--- config.mk ---
export PLATFORM = sky130hd
export DESIGN_NAME = uart_arbiter
export DESIGN_NICKNAME = d
export VERILOG_FILES = /design/src/rtl/uart_arbiter.sv
export SDC_FILE = /design/constraint.sdc
export NUM_CORES = 1
export LEC_CHECK = 0
export BUFFER_PORTS_ARGS = -buffer_cell sky130_fd_sc_hd__buf_2
export CORE_MARGIN = 1
export CORE_UTILIZATION = 30
export CTS_BUF_LIST = sky130_fd_sc_hd__clkbuf_2
export CTS_CLUSTER_DIAMETER = 60
export DETAILED_ROUTE_END_ITERATION = 10
export GPL_TIMING_DRIVEN = 0
export PLACE_DENSITY_LB_ADDON = 0.1
export SLEW_MARGIN = 25
export SYNTH_ARGS = -nofsm -noshare
export SYNTH_HDL_FRONTEND = slang
export SYNTH_SLANG_ARGS = --single-unit
--- constraint.sdc ---
create_clock -name clk -period 1.7 [get_ports clk]
set_clock_uncertainty 0.15 [all_clocks]
set_input_delay 0.085 -clock clk [delete_from_list [all_inputs] [get_ports clk]]
set_output_delay 0.085 -clock clk [all_outputs]
set_load 0.01 [all_outputs]
--- src/rtl/uart_arbiter.sv ---
// uart_arbiter
//   Arbitrates two requester ports onto a single UART engine. Each port may
//   ask for a transmit or a receive transfer. The arbiter issues a one-cycle
//   command pulse to the engine, waits for the matching completion pulse,
//   then acks the owning port.
//
// Ports
//   clk, rstn            : clock, synchronous active-low reset
//   req_tx0/req_rx0      : port-0 transmit / receive request (level)
//   wdata0, lock0        : port-0 transmit byte, ownership-retain request
//   ack0, rdata0         : port-0 completion pulse, received byte
//   req_tx1 .. rdata1    : same set for port 1
//   u_ready              : engine idle and able to accept a command
//   t_valid, r_valid     : transmit / receive command pulses to the engine
//   t_data               : byte to transmit, held until the transfer completes
//   r_data               : byte from the engine, valid with rx_done
//   tx_done, rx_done     : engine completion pulses
//   busy, owner          : transfer outstanding, port of current/last grant
module uart_arbiter (
  input  logic       clk,
  input  logic       rstn,
  input  logic       req_tx0,
  input  logic       req_rx0,
  input  logic [7:0] wdata0,
  input  logic       lock0,
  output logic       ack0,
  output logic [7:0] rdata0,
  input  logic       req_tx1,
  input  logic       req_rx1,
  input  logic [7:0] wdata1,
  input  logic       lock1,
  output logic       ack1,
  output logic [7:0] rdata1,
  input  logic       u_ready,
  output logic       t_valid,
  output logic       r_valid,
  output logic [7:0] t_data,
  input  logic [7:0] r_data,
  input  logic       tx_done,
  input  logic       rx_done,
  output logic       busy,
  output logic       owner
);

  typedef enum logic [1:0] {
    S_IDLE,
    S_ISSUE,
    S_WAIT
  } state_t;

  state_t     state_q;
  logic       op_tx_q;
  logic       last_grant_q;
  logic       lock_hold_q;
  logic       owner_q;
  logic       busy_q;
  logic       t_valid_q;
  logic       r_valid_q;
  logic [7:0] t_data_q;
  logic       ack0_q;
  logic       ack1_q;
  logic [7:0] rdata0_q;
  logic [7:0] rdata1_q;

  logic       want0, want1;
  logic       elig0, elig1;
  logic       lock_req, other_req;
  logic       cand_ok;
  logic       grant_ok;
  logic       grant_port;
  logic       grant_tx;
  logic [7:0] grant_wdata;
  logic       done_match;
  logic       owner_lock;

  always_comb begin
    want0     = req_tx0 | req_rx0;
    want1     = req_tx1 | req_rx1;
    // A port being acked this cycle still shows its old request level.
    elig0     = want0 & ~ack0_q;
    elig1     = want1 & ~ack1_q;
    // The locked port is always the last one granted.
    lock_req  = last_grant_q ? want1 : want0;
    other_req = last_grant_q ? want0 : want1;
    cand_ok    = 1'b0;
    grant_port = 1'b0;
    if (lock_hold_q && lock_req) begin
      // Reserve the engine for the locked port, even through its ack cycle.
      grant_port = last_grant_q;
      cand_ok    = last_grant_q ? elig1 : elig0;
    end else if (elig0 && elig1) begin
      grant_port = ~last_grant_q;
      cand_ok    = 1'b1;
    end else begin
      grant_port = elig1;
      cand_ok    = elig0 | elig1;
    end
    grant_ok    = u_ready & cand_ok;
    grant_tx    = grant_port ? req_tx1 : req_tx0;
    grant_wdata = grant_port ? wdata1 : wdata0;
    done_match  = op_tx_q ? tx_done : rx_done;
    owner_lock  = owner_q ? lock1 : lock0;
  end

  always_ff @(posedge clk) begin
    if (!rstn) begin
      state_q      <= S_IDLE;
      op_tx_q      <= 1'b0;
      last_grant_q <= 1'b1;
      lock_hold_q  <= 1'b0;
      owner_q      <= 1'b0;
      busy_q       <= 1'b0;
      t_valid_q    <= 1'b0;
      r_valid_q    <= 1'b0;
      t_data_q     <= '0;
      ack0_q       <= 1'b0;
      ack1_q       <= 1'b0;
      rdata0_q     <= '0;
      rdata1_q     <= '0;
    end else begin
      ack0_q <= 1'b0;
      ack1_q <= 1'b0;
      case (state_q)
        S_IDLE: begin
          if (grant_ok) begin
            owner_q     <= grant_port;
            op_tx_q     <= grant_tx;
            if (grant_tx) begin
              t_data_q <= grant_wdata;
            end
            t_valid_q   <= grant_tx;
            r_valid_q   <= ~grant_tx;
            busy_q      <= 1'b1;
            lock_hold_q <= 1'b0;
            state_q     <= S_ISSUE;
          end else if (lock_hold_q && !lock_req && other_req) begin
            lock_hold_q <= 1'b0;
          end
        end
        S_ISSUE: begin
          t_valid_q <= 1'b0;
          r_valid_q <= 1'b0;
          state_q   <= S_WAIT;
        end
        S_WAIT: begin
          if (done_match) begin
            if (owner_q) begin
              ack1_q <= 1'b1;
              if (!op_tx_q) begin
                rdata1_q <= r_data;
              end
            end else begin
              ack0_q <= 1'b1;
              if (!op_tx_q) begin
                rdata0_q <= r_data;
              end
            end
            busy_q       <= 1'b0;
            last_grant_q <= owner_q;
            lock_hold_q  <= owner_lock;
            state_q      <= S_IDLE;
          end
        end
        default: state_q <= S_IDLE;
      endcase
    end
  end

  assign ack0    = ack0_q;
  assign ack1    = ack1_q;
  assign rdata0  = rdata0_q;
  assign rdata1  = rdata1_q;
  assign t_valid = t_valid_q;
  assign r_valid = r_valid_q;
  assign t_data  = t_data_q;
  assign busy    = busy_q;
  assign owner   = owner_q;

endmodule

Yosys cells after proc, flatten, opt, wreduce, memory -nomap -nowiden. Cells that the tools add are included.

Word-level logic and storage cells: 75. Register bits after elaboration: 35. Input port bits: 35. Output and inout port bits: 30.

Bitwise operators: 12. Multiplexer cells: 27. Reduce and logical (&&, ||, !) cells: 18. Eq/ne operators: 5.

Operator list (count): two-way mux 1 bit (19); AND reduction 3 bit (4); two-way mux 8 bit (1); one-hot mux 1 bit (2 select lines) (4); AND reduction 2 bit (4); AND reduction 4 bit (2); inverter 1 bit (6); one-hot mux 2 bit (3 select lines) (1); logical AND 1 bit (4); two-way mux 2 bit (2); inequality test 2 bit (second input constant) (2); nonzero test 2 bit (2); AND 1 bit (3); inequality test 3 bit (second input constant) (1); OR 1 bit (3); == test 2 x 1 -> 1 bit (second input constant) (1); == test 2 bit (second input constant) (1); zero test 2 bit (1); zero test 1 bit (1).

Logic depth before layout (Yosys ltp).
Depth after elaboration: 9. Gate-level depth with buffers: 9. Mapped depth without buffers: 5.

Worst setup path before layout. OpenSTA, ideal clock, no wires.

Path type: reg2reg. Start point: reg ack1_q, in the netlist ack1. End point: reg t_data_q[0], in the netlist t_data[0]. Arrival: 1.593 ns. Data required time: 1.459 ns. Buffers on the path: 1. Library setup time: 0.091 ns. Setup slack: -0.134 ns. Period minus slack after synthesis: 1.834 ns. Cell stages (with the launch flop): 7. Cells stage by stage: dfxtp_1 -> o21ba_2 -> o21ai_1 -> a2111oi_4 -> buf_6 -> a21oi_1 -> a311oi_1.

Word-level cells in the longest chain between the ends: 7. Elaborated cells between the ends (all ways): 13. Classes of those cells: mux: 7; bitwise: 4; reduce/logical: 2.

RTL lines: start, declared (RTL line 61) `logic ack1_q;`; start signal, assigned (RTL line 117) `ack1_q <= 1'b0;`; start signal, assigned (RTL line 122) `ack1_q <= 1'b0;`; start signal, assigned (RTL line 148) `ack1_q <= 1'b1;`; inverter 1 bit * (RTL line 81) `elig1 = want1 & ~ack1_q;`; AND 1 bit * (RTL line 81); OR 1 bit / logical AND 1 bit (equally long branches) (RTL line 96, 91); two-way mux 1 bit (RTL line 91) `end else if (elig0 && elig1) begin`; two-way mux 1 bit (RTL line 87) `if (lock_hold_q && lock_req) begin`; AND 1 bit / two-way mux 1 bit (equally long branches) (RTL line 98, 99); AND reduction 3 bit (no source line); end signal, assigned (RTL line 129) `t_data_q <= grant_wdata;`; end, declared (RTL line 59) `logic [7:0] t_data_q;`.

Mark *: on every way between the ends. The rest lies on a longest branch, timed or not. A chain may end at the register's enable or synchronous reset.

Final worst setup path.
Start point: reg ack1_q, in the netlist ack1. End point: reg op_tx_q.

Word-level cells in the longest chain between the ends: 7. Elaborated cells between the ends (all ways): 12. Classes of those cells: mux: 6; bitwise: 4; reduce/logical: 2.

RTL lines: inverter 1 bit * (RTL line 81); AND 1 bit * (RTL line 81); OR 1 bit / logical AND 1 bit (equally long branches) (RTL line 96, 91); two-way mux 1 bit (RTL line 91); two-way mux 1 bit (RTL line 87); AND 1 bit (RTL line 98) `grant_ok = u_ready & cand_ok;`; AND reduction 2 bit (no source line); end signal, assigned (RTL line 127) `op_tx_q <= grant_tx;`; end, declared (RTL line 52) `logic op_tx_q;`.

Marks and branches as above.

==> metrics.md <==
| Metric | Value |
|---|---|
| Die Height | 74.1 um |
| CTS buffer count | 5 |
| Type of origin of the critical path | flip-flop |
| Unrepaired setup endpoints after global routing | yes |
| Max Clock Freq | 548 MHz |
| Fraction of layout cells with a size suffix above 1 | 0.479 |
| Clk sink count | 35 |
| Crit path capture type | flip-flop |
| CP startpoint | ack1 |
| Finish-stage setup viols | 15 |
| Worst-case reg-to-reg path depth | 8 |
| Worst r2r dst | op_tx_q |
| Final Hold Violating Endpoints | 0 |
| Share of the synthesized area in the top cell type | 0.449 |
| Peak supply drop | 0.383 mV |
| Initial antenna violation count | 0 |
| Leak | 1.21 nW |
| CP max FO | 10 |
| CORE AREA | 0.00488 mm^2 |
| Root buffer cell | clkbuf_2 |
| Mapped Area | 0.00156 mm^2 |
| CTS tree | built |
| DIE WIDTH | 74.1 um |
| Synth top cells by count | 35 x dfxtp_1, 25 x mux2i_1, 20 x nor2_1 |
| Synth warn | 0 |
| Status | complete, but fails checks |
| Crit Path Class | flip-flop to flip-flop |
| Total gr overflow | 0 |
| Synth area leaders | dfxtp_1 45%, mux2i_1 16%, nor2_1 4.8% |
| Syn_area_per_cell | 10.1 um^2 |
| Iteration-0 DRC count of the detailed router | 69 |
| Register Area | 719 um^2 |
| Vias in the first global route | 1464 |
| Synth-to-layout area growth | 66.9% |
| Power Dens Cells | 697 mW/mm^2 |
| Worst r2r src | ack1 |
| Via density | 4.72 |
| DR WL/cell | 13.8 um |
| Hold Path Class | primary input to flip-flop |
| First-pass GRT wire length | 6980 um |
| RD Place Congestion | 0.684 |
| IO buf count | 63 |
| Violated checks | negative setup slack |
| Worst-path clk slew | 180 ps |
| Post-synthesis net count | 190 |
| Post-Route Setup TNS | -1170 ps |
| GRT Total Usage | 0.172 |
| Worst setup margin | -123 ps |
| Largest net degree at the start of global routing | 11 |
| Initial Utilization | 0.320 |
| Worst slew pin tran | 499 ps |
| Worst skew pair latency | 380 ps |
| Final WL | 4620 um |
| Total Power | 1.82 mW |
| Crit path arrival time | 2000 ps |
| Die ar. | 0.00550 mm^2 |
| Detailed Routing Iterations Pass 1 | 4 |
| Period utilization | 1.07 |
| Slew Viols, Final | 0 |
| Final core utilization | 0.534 |
| Share of flip-flops with an asynchronous set or reset | 0 |
| Hold Slack | 63.5 ps |
| DR vias | 1576 |
| Synth unique cells | 40 |
| Row cnt | 25 |
| Max cap viols | 0 |
| H-tree lvl count | 2 |
| Layout Nets | 301 |
| Final-layout fill cell count | 488 |
| Worst reg-to-reg setup slack | -120 ps |
| Top_reg_cell synth | dfxtp_1 |
| Register area share after synthesis | 0.449 |
| Ports | 65 |
| CP Capture Point | op_tx_q |
| Slew HR | 0.668 |
| Synth Instances | 155 |
| Number of synthesized flops with an enable pin | 0 |
| Antenna diodes | 0 |
| Area leader, netlist | dfxtp_1 |
| CP Data Required Time | 1870 ps |
| HPWL after detailed placement | 2770 um |
| Multi-input gate area | 942 um^2 |
| Most common cell in the netlist | dfxtp_1 |
| Antenna Violating Nets Remaining | 0 |
| DRC viols | 0 |
| Final Critical Period | 1820 ps |
| Yosys reg bits | 35 |
| Clk buf depth | 2 |
## worst max-delay path, cell delays in order (launching register included)
cell and delay (ps):
dfxtp_2 370, buf_4 140, nand2_4 70, o22ai_4 80, a2111oi_4 430, buf_4 190
buf_6 140, nor2_1 50, nor3_1 150
## layout make-up
| class | instances | share of cell area |
|---|---|---|
| multi-input combinational | 107 | 0.361 |
| timing repair buffer | 106 | 0.283 |
| sequential | 35 | 0.276 |
| tap | 67 | 0.0322 |
| buffer | 9 | 0.0302 |
| clock buffer | 6 | 0.0115 |
| clock inverter | 2 | 0.00288 |
| inverter | 2 | 0.00288 |
## worst min path at each step
stage / from / end / slack, ps / cells after the start
after global routing: lock1 / lock_hold_q / 90 / 4
after floorplan: r_data[0] / rdata1[0] / 80 / 2
after CTS: lock1 / lock_hold_q / 60 / 4
after detailed placement: r_data[1] / rdata0[1] / 190 / 3
after global placement: r_data[7] / rdata0[7] / 190 / 3
final: lock1 / lock_hold_q / 60 / 4
## logic make-up (layout without fill, tap and decap cells)
family	after synthesis	in the layout	synth area share
and+or+nand+nor	43	43	0.131
buffers and inverters	13	125	0.0601
muxes	25	25	0.160
DFF	35	35	0.449
AOI/OAI and AO/OA	39	39	0.200
## sequential cells by signal, summed over array words and instances, names as in the netlist
| register | count |
|---|---|
| owner | 1 |
| rdata1 | 8 |
| ack0 | 1 |
| t_data | 8 |
| rdata0 | 8 |
| busy | 1 |
| ack1 | 1 |
| op_tx_q | 1 |
| lock_hold_q | 1 |
| r_valid | 1 |
| state_q | 2 |
| t_valid | 1 |
| last_grant_q | 1 |
## stage by stage
step                setup WS, ps  std cells  instance area [um^2]
floorplan                  -38.0        155                  1570
global placement            -258        285                  1970
detailed placement          -261        285                  1970
CTS                         -146        332                  2480
global route                -207        334                  2610
finish                      -123        334                  2610
## cell usage in the layout (no fill, tap or decap), types with 2 or more instances in the layout
| master | instances |
|---|---|
| buf_2 | 63 |
| mux2i_1 | 24 |
| a311oi_2 | 4 |
| buf_6 | 7 |
| buf_4 | 13 |
| a311oi_1 | 4 |
| clkbuf_1 | 2 |
| a221o_1 | 2 |
| o21ai_2 | 2 |
| clkinv_1 | 2 |
| dfxtp_4 | 4 |
| dfxtp_2 | 3 |
| dfxtp_1 | 28 |
| nor3_1 | 3 |
| nand2_1 | 3 |
| a21oi_2 | 7 |
| dlygate4sd3_1 | 27 |
| nand3_1 | 2 |
| a21oi_1 | 2 |
| nor2b_1 | 2 |
| clkbuf_2 | 6 |
| nor2_1 | 19 |
| nor4_1 | 2 |
## power breakdown
group | internal, mW | total, mW | switching, mW
clock network | 0.0990 | 0.382 | 0.284
registers | 0.863 | 0.906 | 0.0432
logic | 0.287 | 0.527 | 0.240
## routing by layer
layer / GRT usage / share of wire
met2: 0.279 / 0.49
met4: 0.0641 / 0.019
met3: 0.0461 / 0.034
met5: 0 / 0
met1: 0.218 / 0.45
## what timing repair did
| action | in CTS | in global routing |
|---|---|---|
| resized for setup | 25 | 28 |
| buffers inserted | 11 | 4 |
| pin swaps | 2 | 14 |
| endpoints found under the setup margin | 31 | 31 |
| hold endpoints to repair | 31 | 0 |
| hold buffers | 27 | 0 |
| cloned | 2 | 0 |
Note: power is estimated with default switching activity, not from simulation.
